<file path="config.mk">
export PLATFORM = sky130hd
export DESIGN_NAME = ysyx_25030093_sram_rd_arbiter
export DESIGN_NICKNAME = d
export VERILOG_FILES = /design/src/rtl/ysyx_25030093_sram_rd_arbiter.sv
export SDC_FILE = /design/constraint.sdc
export NUM_CORES = 1
export LEC_CHECK = 0
export ABC_AREA = 1
export BUFFER_PORTS_ARGS = -buffer_cell sky130_fd_sc_hd__clkbuf_2
export CAP_MARGIN = 15
export CORE_AREA = 2 2 107 68
export DETAILED_ROUTE_END_ITERATION = 10
export DIE_AREA = 0 0 109 70
export PLACE_DENSITY = 0.76
export SLEW_MARGIN = 20
export SYNTH_ARGS = -nofsm -noshare
export SYNTH_HDL_FRONTEND = slang
export SYNTH_SLANG_ARGS = --single-unit
</file>
<file path="constraint.sdc">
create_clock -name clk -period 1.3 [get_ports clk]
set_clock_uncertainty 0.15 [all_clocks]
set_input_delay 0.26 -clock clk [delete_from_list [all_inputs] [get_ports clk]]
set_output_delay 0.26 -clock clk [all_outputs]
set_load 0.02 [all_outputs]
</file>
<file path="src/rtl/ysyx_25030093_sram_rd_arbiter.sv">
// Two-requester (IFU/LSU) arbiter for the single SRAM AR/R read channel, one transaction in flight.
// Define ARB_ROUND_ROBIN_EN to alternate winners on simultaneous requests; default is fixed LSU priority.
module ysyx_25030093_sram_rd_arbiter #(
  parameter int ADDR_W = 32,
  parameter int DATA_W = 32
) (
  input  logic              clk,
  input  logic              rst,
  input  logic [ADDR_W-1:0] ifu_araddr,
  input  logic              ifu_arvalid,
  output logic              ifu_arready,
  output logic [DATA_W-1:0] ifu_rdata,
  output logic              ifu_rvalid,
  input  logic              ifu_rready,
  input  logic [ADDR_W-1:0] lsu_araddr,
  input  logic              lsu_arvalid,
  output logic              lsu_arready,
  output logic [DATA_W-1:0] lsu_rdata,
  output logic              lsu_rvalid,
  input  logic              lsu_rready,
  output logic [ADDR_W-1:0] sram_araddr,
  output logic              sram_arvalid,
  input  logic              sram_arready,
  input  logic [DATA_W-1:0] sram_rdata,
  input  logic              sram_rvalid,
  output logic              sram_rready,
  output logic [1:0]        gnt
);

  typedef enum logic [1:0] {
    IDLE,
    ADDR,
    DATA
  } state_t;

  state_t state, state_nxt;
  logic   lsu_pref;
  logic   lsu_win;
  logic   ifu_win;
  logic   r_done;

`ifdef ARB_ROUND_ROBIN_EN
  // Remembers whether the LSU owned the last completed read, so a tie goes to the other side.
  logic last_lsu;

  always_ff @(posedge clk or posedge rst) begin
    if (rst) begin
      last_lsu <= 1'b0;
    end else if (r_done) begin
      last_lsu <= gnt[1];
    end
  end

  assign lsu_pref = ~last_lsu;
`else
  assign lsu_pref = 1'b1;
`endif

  assign lsu_win = lsu_arvalid & (lsu_pref | ~ifu_arvalid);
  assign ifu_win = ifu_arvalid & ~lsu_win;

  always_comb begin
    state_nxt   = state;
    ifu_arready = 1'b0;
    lsu_arready = 1'b0;
    ifu_rvalid  = 1'b0;
    lsu_rvalid  = 1'b0;
    ifu_rdata   = '0;
    lsu_rdata   = '0;
    sram_rready = 1'b0;
    r_done      = 1'b0;
    case (state)
      IDLE: begin
        ifu_arready = ifu_win & ~rst;
        lsu_arready = lsu_win & ~rst;
        if (ifu_win | lsu_win) begin
          state_nxt = ADDR;
        end
      end
      ADDR: begin
        if (sram_arready) begin
          state_nxt = DATA;
        end
      end
      DATA: begin
        if (gnt[0]) begin
          ifu_rvalid  = sram_rvalid;
          ifu_rdata   = sram_rdata;
          sram_rready = ifu_rready;
        end
        if (gnt[1]) begin
          lsu_rvalid  = sram_rvalid;
          lsu_rdata   = sram_rdata;
          sram_rready = lsu_rready;
        end
        r_done = sram_rvalid & sram_rready;
        if (r_done) begin
          state_nxt = IDLE;
        end
      end
      default: state_nxt = IDLE;
    endcase
  end

  // The accepted address is captured on the grant edge and held steady until SRAM takes it.
  always_ff @(posedge clk or posedge rst) begin
    if (rst) begin
      state        <= IDLE;
      gnt          <= 2'b00;
      sram_arvalid <= 1'b0;
      sram_araddr  <= '0;
    end else begin
      state <= state_nxt;
      case (state)
        IDLE: begin
          if (lsu_win) begin
            gnt          <= 2'b10;
            sram_araddr  <= lsu_araddr;
            sram_arvalid <= 1'b1;
          end else if (ifu_win) begin
            gnt          <= 2'b01;
            sram_araddr  <= ifu_araddr;
            sram_arvalid <= 1'b1;
          end
        end
        ADDR: begin
          if (sram_arready) begin
            sram_arvalid <= 1'b0;
          end
        end
        DATA: begin
          if (r_done) begin
            gnt <= 2'b00;
          end
        end
        default: gnt <= 2'b00;
      endcase
    end
  end

endmodule

</file>
==> results of run 1 <==
-- stage by stage --
step / instances / hold slack (ps) / setup TNS (ps) / util, % / setup slack, ps
floorplan: 319 / 196 / -5880 / - / -90.3
global placement: 618 / 257 / -16730 / 57.3 / -210
detailed placement: 618 / 263 / -20130 / 57.3 / -273
CTS: 648 / 29.1 / -51220 / 74.0 / -540
global route: 656 / 57.3 / -65000 / 78.4 / -791
finish: 656 / 53.3 / -58150 / 78.4 / -648
-- sequential cells by signal, summed over array words and instances, names as in the netlist --
signal and count:
state 2, sram_arvalid 1, gnt 2, sram_araddr 32
-- final timing paths --
kind,from,end,slack (ps),cells past startpoint
setup / recovery,state[1]$_DFFE_PP0P_,lsu_rdata[10],-650,6
hold / removal,ifu_araddr[24],sram_araddr[24]$_DFFE_PP0P_,50,3
setup reg to reg,state[1]$_DFFE_PP0P_,sram_araddr[8]$_DFFE_PP0P_,-580,11
hold reg to reg,sram_arvalid$_DFFE_PP0P_,sram_arvalid$_DFFE_PP0P_,340,2
max in group asynchronous,rst,sram_araddr[12]$_DFFE_PP0P_,260,4
min in group asynchronous,rst,sram_araddr[23]$_DFFE_PP0P_,560,4
-- final cells by class --
cell class                      count  area [sq um]
Clock inverter                      2          10.0
Tap cell                           91           114
Clock buffer                        6          72.6
Multi-Input combinational cell    221          1520
Sequential cell                    37           926
Fill cell                         410          1470
Inverter                           41           159
Timing Repair Buffer              258          2540
-- worst min-delay path: cells and delay by family --
kind,cells,cell delay (ps)
AO/OA/AOI/OAI,1,70
buffers and inverters,1,80
AND/OR/NAND/NOR,1,50
-- power groups by stage --
| stage | combinational [uW] | clock, uW | sequential [uW] |
|---|---|---|---|
| floorplan | 1980 | 0 | 2740 |
| global placement | 4020 | 0 | 2070 |
| detailed placement | 4110 | 0 | 2090 |
| CTS | 5980 | 798 | 2080 |
| global route | 7100 | 865 | 2180 |
| finish | 6710 | 790 | 2100 |
-- cells in the final DEF, fill, tap and decap left out, drive strengths merged, types with 2 or more instances in the layout --
| cell | synthesis | routed |
|---|---|---|
| inv | 41 | 41 |
| buf | 17 | 115 |
| clkinv | 0 | 2 |
| nor2 | 103 | 103 |
| dfrtp | 37 | 37 |
| nand3 | 3 | 3 |
| bufbuf | 0 | 2 |
| nand2 | 80 | 80 |
| a31oi | 32 | 32 |
| clkbuf | 3 | 146 |
-- cells by family (layout without fill, tap and decap cells) --
| logic type | after synthesis | after routing | share of synthesized area, % |
|---|---|---|---|
| AO/OA/AOI/OAI | 34 | 34 | 9.97 |
| AND/OR/NAND/NOR | 187 | 187 | 33.9 |
| buffers and inverters | 61 | 307 | 12.7 |
| flip-flops | 37 | 37 | 43.4 |
-- layer usage --
layer | vias to the layer above | share of wire, %
met1 | 1534 | 36
met4 | 0 | 3.8
met2 | 159 | 53
met5 | - | 0
met3 | 36 | 7.0
li1 | 1473 | -
-- what timing repair did --
item / CTS / global route
gates cloned: 7 / 5
hold buffers: 1 / 0
gates resized for setup: 158 / 96
endpoints found under the hold margin: 37 / 0
setup endpoints to repair: 105 / 109
buffers inserted: 14 / 7
pin swaps: 3 / 6
==> results.json, run 1 <==
{
  "synthArstFlopShare_pct": 100,
  "grtUsageMet2_pct": 51.1,
  "wl_per_cell_um": 17.8,
  "yosys.area.top_type_share_pct": 43.4,
  "die_w_um": 109,
  "yosys-top-cells-area": "dfrtp_1 43%, nor2_1 18%, nand2_1 14%, a31oi_1 9.4%, inv_1 7.2%",
  "yosysMostFrequentCell": "nor2_1",
  "antenna_cells": 0,
  "grt.met3_usage_pct": 5.70,
  "antenna_found_initial": 0,
  "synth_fp_nets": 423,
  "drv_cap": 0,
  "pwr-share-comb_pct": 69.9,
  "synthDistinctLibCells": 14,
  "slew_headroom_pct": 75.7,
  "initial_utilization_pct": 31.3,
  "dr.first_iter.drc_count": 175,
  "finalMaxSlewViolations": 0,
  "leakage_uw": 0.00265,
  "p_clk_share_pct": 8.2,
  "grt_pass1_wl_um": 16200,
  "worst_slew_pin_slew_ps": 365,
  "num_rows": 24,
  "hold_path_class": "in -> reg",
  "port_buffers": 207,
  "power_density_nw_per_um2": 1800,
  "dp_hpwl_um": 6200,
  "worstPathArrival_ps": 1540,
  "drt-total-wl_um": 11700,
  "switchingPower_uw": 4180,
  "report.final.setup_viol": 107,
  "finalPower_uw": 9610,
  "rsz0062_at_grt": "true",
  "grt_start_max_net_pins": 38,
  "firstDrtPassIters": 4,
  "synthToLayoutAreaGrowth_pct": 150,
  "busiest_layer": "met2",
  "synth_common_cells": "101 x nor2_1, 80 x nand2_1, 41 x inv_1",
  "cts_tree": "built",
  "route.vias.total": 3202,
  "dieArea_sq_um": 7630,
  "crit_slowest_cell": "dfrtp_1",
  "p_seq_share_pct": 21.9,
  "start_kind": "flop",
  "finalCritPeriodShare_pct": 150,
  "first_global_vias": 3260,
  "intPower_uw": 5430,
  "path_buf_inv": 3,
  "drcViolationCount": 0,
  "max_freq_ghz": 0.513,
  "htree_levels": 2,
  "min_period_ps": 1950,
  "cts-buffers-inserted": 5,
  "ys_seq_elements": 37,
  "violations": "setup timing",
  "clkTransAtPathRegs_ps": 80,
  "coreArea_sq_um": 6820,
  "status": "finished with violations",
  "drive_gt1_share_pct": 61.8,
  "syn_inst": 319,
  "root_buffer": "clkbuf_8",
  "ys_warn_count": 0,
  "routed_via_density": 4.88,
  "gp_congestion": 0.737,
  "crit_type": "reg -> out",
  "fin_nets": 668,
  "postPlaceCellArea_sq_um": 3910,
  "grt_usage_pct": 27.3,
  "grt_use_met1_pct": 31.3,
  "hold_viol": 0,
  "synth_edf_count": 0,
  "cp-end-kind": "output pin",
  "required_ps": 890,
  "clock_latency_ps": 280,
  "clockBufferDepth": 2,
  "ios": 208,
  "ant_nets": 0,
  "fin_ws_ps": -648,
  "worst-path-max-fanout": 8,
  "synth_top_cell_by_area": "dfrtp_1",
  "die_h_um": 70,
  "cts.sinks": 37,
  "synth-main-ff-cell": "dfrtp_1",
  "cpPeakStageDelay_ps": 390,
  "switching_share_pct": 43.5,
  "grt_overflow": 0,
  "postSynthAreaPerCell_sq_um": 6.69,
  "seq_area_frac_synth_pct": 43.4,
  "cp_cell_sequence": "inv_2 > nor2_4 > nand2_4 > buf_12 > nor2_1 > buf_4",
  "path_delay_family": "simple AND/OR/NAND/NOR gates",
  "syn_area_sq_um": 2130,
  "vdd_drop_max_v": 0.00121,
  "design_area_sq_um": 5340
}
(Power assumes the default switching activity.)
==> inputs of run 2 (changes only) <==
--- a/config.mk
+++ b/config.mk
@@ -11,8 +11,9 @@
 export CORE_AREA = 2 2 107 68
 export DETAILED_ROUTE_END_ITERATION = 10
 export DIE_AREA = 0 0 109 70
+export GPL_ROUTABILITY_DRIVEN = 0
 export PLACE_DENSITY = 0.76
-export SLEW_MARGIN = 20
+export SKIP_LAST_GASP = 1
 export SYNTH_ARGS = -nofsm -noshare
 export SYNTH_HDL_FRONTEND = slang
 export SYNTH_SLANG_ARGS = --single-unit
==> results.json, run 2 (synthesis gave the netlist of run 1 again) <==
{
  "cpPeakStageDelay_ps": 420,
  "final_cells": 653,
  "whs_path_depth": 2,
  "finalCritPeriodShare_pct": 147,
  "drive_gt1_share_pct": 62.3,
  "clkTransAtPathRegs_ps": 70,
  "die_w_um": 109,
  "crit_type": "reg -> out",
  "routed_via_density": 4.65,
  "leakage_uw": 0.00253,
  "drcViolationCount": 0,
  "largest_register_ffs": 32,
  "die_h_um": 70,
  "worst-path-max-fanout": 7,
  "grt_pass1_wl_um": 14900,
  "grt_start_max_net_pins": 38,
  "report.final.setup_viol": 107,
  "wl_per_cell_um": 15.7,
  "path_common_cell": "nor2_4",
  "dr.first_iter.drc_count": 108,
  "worstPathArrival_ps": 1500,
  "firstDrtPassIters": 4,
  "top_register": "sram_araddr",
  "cts_tree": "built",
  "vdd_drop_max_v": 0.00112,
  "htree_levels": 2,
  "initial_utilization_pct": 31.3,
  "min_period_ps": 1910,
  "start_kind": "flop",
  "ios": 208,
  "port_buffers": 207,
  "num_rows": 24,
  "dieArea_sq_um": 7630,
  "finalMaxSlewViolations": 0,
  "cp_cell_sequence": "nor2_4 > nand2_4 > clkbuf_16 > nor2_4 > buf_6",
  "nFillCells": 478,
  "drv_cap": 0,
  "grt_overflow": 0,
  "root_buffer": "clkbuf_8",
  "hold_viol": 0,
  "first_global_vias": 3092,
  "largestRegisters": "sram_araddr: 32 flops, gnt: 2 flops, state: 2 flops",
  "synthToLayoutAreaGrowth_pct": 134,
  "clock_latency_ps": 280,
  "timing.setup.tns_ps": -52580,
  "violations": "setup timing",
  "finalPower_uw": 9160,
  "status": "finished with violations",
  "ant_nets": 0,
  "cts-buffers-inserted": 5,
  "route.vias.total": 3037,
  "path_delay_family": "simple AND/OR/NAND/NOR gates",
  "cp.depth": 5,
  "power_density_nw_per_um2": 1840,
  "worst_slew_pin_slew_ps": 344,
  "dp_hpwl_um": 6200,
  "slew_headroom_pct": 77.1,
  "path_buf_inv": 2,
  "cp-end-kind": "output pin",
  "fin_nets": 665,
  "r2r_cells": 9,
  "rsz0062_at_grt": "true",
  "required_ps": 890,
  "max_freq_ghz": 0.524,
  "antenna_found_initial": 0,
  "fin_ws_ps": -609,
  "drt-total-wl_um": 10300,
  "layout_commonest_cell": "clkbuf_2",
  "crit_slowest_cell": "dfrtp_1",
  "hold_path_class": "in -> reg",
  "cts.sinks": 37,
  "grt_usage_pct": 24.7,
  "antenna_cells": 0,
  "coreArea_sq_um": 6820,
  "dp_cells": 618,
  "postPlaceCellArea_sq_um": 3910,
  "clockBufferDepth": 2,
  "layout_common_cells": "135 x clkbuf_2, 72 x nand2_1, 68 x nor2_4",
  "design_area_sq_um": 4980
}
[run 2: path summary, 6_finish.rpt]
kind | start | to | slack, ps
worst max-delay path | state[0]$_DFFE_PP0P_ | ifu_rdata[7] | -610
worst min-delay path | sram_arready | state[0]$_DFFE_PP0P_ | 40
worst max register to register | state[0]$_DFFE_PP0P_ | sram_araddr[12]$_DFFE_PP0P_ | -440
worst min register to register | state[1]$_DFFE_PP0P_ | state[0]$_DFFE_PP0P_ | 350
max in group asynchronous | rst | sram_araddr[0]$_DFFE_PP0P_ | 250
min in group asynchronous | rst | sram_araddr[31]$_DFFE_PP0P_ | 560
[run 2: through the flow]
step           utilization, %  setup WS [ps]  hold WS, ps
2_1_floorplan               -          -90.3          196
3_3_place_gp             57.3           -210          257
3_5_place_dp             57.3           -273          263
4_1_cts                  69.1           -567         29.1
5_1_grt                  73.1           -657         32.5
6_report                 73.1           -609         35.0
[run 2: timing repair]
| item | 4_1_cts | 5_1_grt |
|---|---|---|
| hold buffers | 1 | 0 |
| pin swaps | 3 | 6 |
| hold endpoints to repair | 37 | 0 |
| cloned | 7 | 4 |
| setup buffers | 14 | 4 |
| endpoints found under the setup margin | 105 | 108 |
| gates resized for setup | 102 | 93 |
[run 2: power by group]
group | switching, uW | total, uW | internal [uW]
Combinational | 3210 | 6280 | 3060
Sequential | 365 | 2100 | 1730
Clock | 412 | 784 | 372
[run 2: final cells by class]
class	instances	area (sq um)	area share [%]
clock buffer	6	72.6	1.46
clock inverter	2	10.0	0.201
inverter	41	159	3.19
multi-input combinational	221	1520	30.5
sequential	37	926	18.6
tap	91	114	2.28
timing repair buffer	255	2180	43.7
[run 2: routing by layer]
| layer | GRT usage (%) | up-vias | part of all wire, % |
|---|---|---|---|
| met2 | 44.4 | 101 | 53 |
| met4 | 5.41 | 0 | 1.8 |
| met1 | 30.6 | 1456 | 40 |
| met5 | 0 | - | 0 |
| li1 | - | 1464 | - |
| met3 | 4.20 | 16 | 5.0 |
==> inputs of run 3 (changes only) <==
--- a/config.mk
+++ b/config.mk
@@ -13,6 +13,7 @@
 export DIE_AREA = 0 0 109 70
 export GPL_ROUTABILITY_DRIVEN = 0
 export PLACE_DENSITY = 0.76
+export SKIP_CTS_REPAIR_TIMING = 1
 export SKIP_LAST_GASP = 1
 export SYNTH_ARGS = -nofsm -noshare
 export SYNTH_HDL_FRONTEND = slang
==> results.json, run 3 (synthesis gave the netlist of run 1 again) <==
{
  "status": "finished with violations",
  "violations": "setup timing",
  "intPower_uw": 4320,
  "dp_hpwl_um": 6200,
  "cts.sinks": 37,
  "fin_ws_ps": -604,
  "routed_via_density": 4.56,
  "finalCritPeriodShare_pct": 146,
  "synthToLayoutAreaGrowth_pct": 108,
  "design_area_sq_um": 4440,
  "layout_commonest_cell": "clkbuf_2",
  "grt_usage_pct": 20.3,
  "grt_use_met1_pct": 26.1,
  "dieArea_sq_um": 7630,
  "largest_register_ffs": 32,
  "nFillCells": 548,
  "p_seq_share_pct": 26.2,
  "power_density_nw_per_um2": 1790,
  "cpPeakStageDelay_ps": 440,
  "rsz0062_at_grt": "true",
  "grt_pass1_wl_um": 12500,
  "finalMaxSlewViolations": 0,
  "busiest_layer": "met2",
  "coreArea_sq_um": 6820,
  "start_kind": "flop",
  "grt.met3_usage_pct": 3.55,
  "port_buffers": 207,
  "cp-end-kind": "output pin",
  "antenna_found_initial": 0,
  "required_ps": 890,
  "root_buffer": "clkbuf_8",
  "initial_utilization_pct": 31.3,
  "drcViolationCount": 0,
  "die_w_um": 109,
  "dp_cells": 618,
  "report.final.setup_viol": 105,
  "first_global_vias": 2741,
  "cts_tree": "built",
  "slew_headroom_pct": 75.8,
  "route.vias.total": 2919,
  "clock_latency_ps": 280,
  "die_h_um": 70,
  "max_freq_ghz": 0.525,
  "drt-total-wl_um": 8680,
  "worst_slew_pin_slew_ps": 363,
  "postPlaceCellArea_sq_um": 3910,
  "crit_slowest_cell": "dfrtp_2",
  "ios": 208,
  "antenna_cells": 0,
  "drive_gt1_share_pct": 59.9,
  "crit_type": "reg -> out",
  "p_clk_share_pct": 9.8,
  "dr.first_iter.drc_count": 99,
  "grt_start_max_net_pins": 42,
  "vdd_drop_max_v": 0.000948,
  "worst-path-max-fanout": 14,
  "hold_path_class": "in -> reg",
  "leakage_uw": 0.00236,
  "fin_nets": 652,
  "num_rows": 24,
  "largestRegisters": "sram_araddr: 32 flops, gnt: 2 flops, state: 2 flops",
  "switchingPower_uw": 3620,
  "pwr-share-comb_pct": 64.0,
  "grtUsageMet2_pct": 34.9,
  "htree_levels": 2,
  "cts-buffers-inserted": 5,
  "switching_share_pct": 45.6,
  "wl_per_cell_um": 13.6,
  "ant_nets": 0,
  "min_period_ps": 1900,
  "cp_cell_sequence": "nor2_4 > nand2_4 > buf_12 > nor2_1 > buf_4",
  "top_register": "sram_araddr",
  "final_cells": 640,
  "worstPathArrival_ps": 1490,
  "clockBufferDepth": 2,
  "firstDrtPassIters": 4,
  "clkTransAtPathRegs_ps": 70,
  "dp_slack_ps": -273,
  "hold_viol": 0,
  "drv_cap": 0,
  "layout_common_cells": "136 x clkbuf_2, 75 x buf_4, 72 x nand2_1",
  "grt_overflow": 0
}
==> run 3: cell count changes in the layout (fill, tap and decap cells not counted), moves of 5 or more <==
cell / before / now
buf_4: 17 / 75
buf_6: 36 / 10
clkbuf_4: 27 / 1
buf_8: 9 / 1
buf_12: 14 / 8
buf_16: 5 / 0
clkbuf_8: 10 / 5
==> run 3: routing by layer <==
| metal | wire length (um) | share of wire (%) |
|---|---|---|
| met2 | 4360 | 50 |
| met5 | 0 | 0 |
| met1 | 3810 | 44 |
| met4 | 110 | 1.3 |
| met3 | 396 | 4.6 |
==> run 3: area by class of cell <==
class                           count  area (sq um)  share of cell area (%)
Clock buffer                        6          72.6                    1.63
Clock inverter                      2          10.0                   0.225
Inverter                           41           159                    3.58
Multi-Input combinational cell    221          1460                    32.9
Sequential cell                    37           927                    20.9
Tap cell                           91           114                    2.56
Timing Repair Buffer              242          1700                    38.2
==> run 3: worst paths after layout <==
check                                     start  slack [ps]  cells after the start                           to
max                        state[0]$_DFFE_PP0P_        -600                      5                 ifu_rdata[0]
min                                sram_arready          30                      2         state[0]$_DFFE_PP0P_
max reg2reg                state[1]$_DFFE_PP0P_        -310                      9  sram_araddr[15]$_DFFE_PP0P_
min reg2reg                state[1]$_DFFE_PP0P_         330                      1         state[0]$_DFFE_PP0P_
max in group asynchronous                   rst         270                      4         state[0]$_DFFE_PP0P_
min in group asynchronous                   rst         540                      4           gnt[1]$_DFFE_PP0P_
==> run 3: metrics by stage <==
| stage | hold WS [ps] | setup TNS [ps] | util, % | total power, uW |
|---|---|---|---|---|
| after floorplan | 196 | -5880 | - | 4710 |
| after global placement | 257 | -16730 | 57.3 | 6090 |
| after detailed placement | 263 | -20130 | 57.3 | 6200 |
| after CTS | -50.5 | -42700 | 58.5 | 6990 |
| after global routing | 31.7 | -50970 | 65.2 | 8450 |
| final | 25.9 | -45690 | 65.2 | 7950 |
==> run 3: worst max-delay path, delay by kind of cell (launching register included) <==
| kind | cells | cell delay [ps] |
|---|---|---|
| flops | 1 | 440 |
| simple gates | 3 | 420 |
| buf+inv | 2 | 350 |
==> run 3: power by group through the flow <==
stage	Sequential (uW)	Clock (uW)	Combinational [uW]
after floorplan	2740	0	1980
after global placement	2070	0	4020
after CTS	2080	798	4110
after global routing	2150	842	5450
final	2080	778	5090
after detailed placement	2090	0	4110
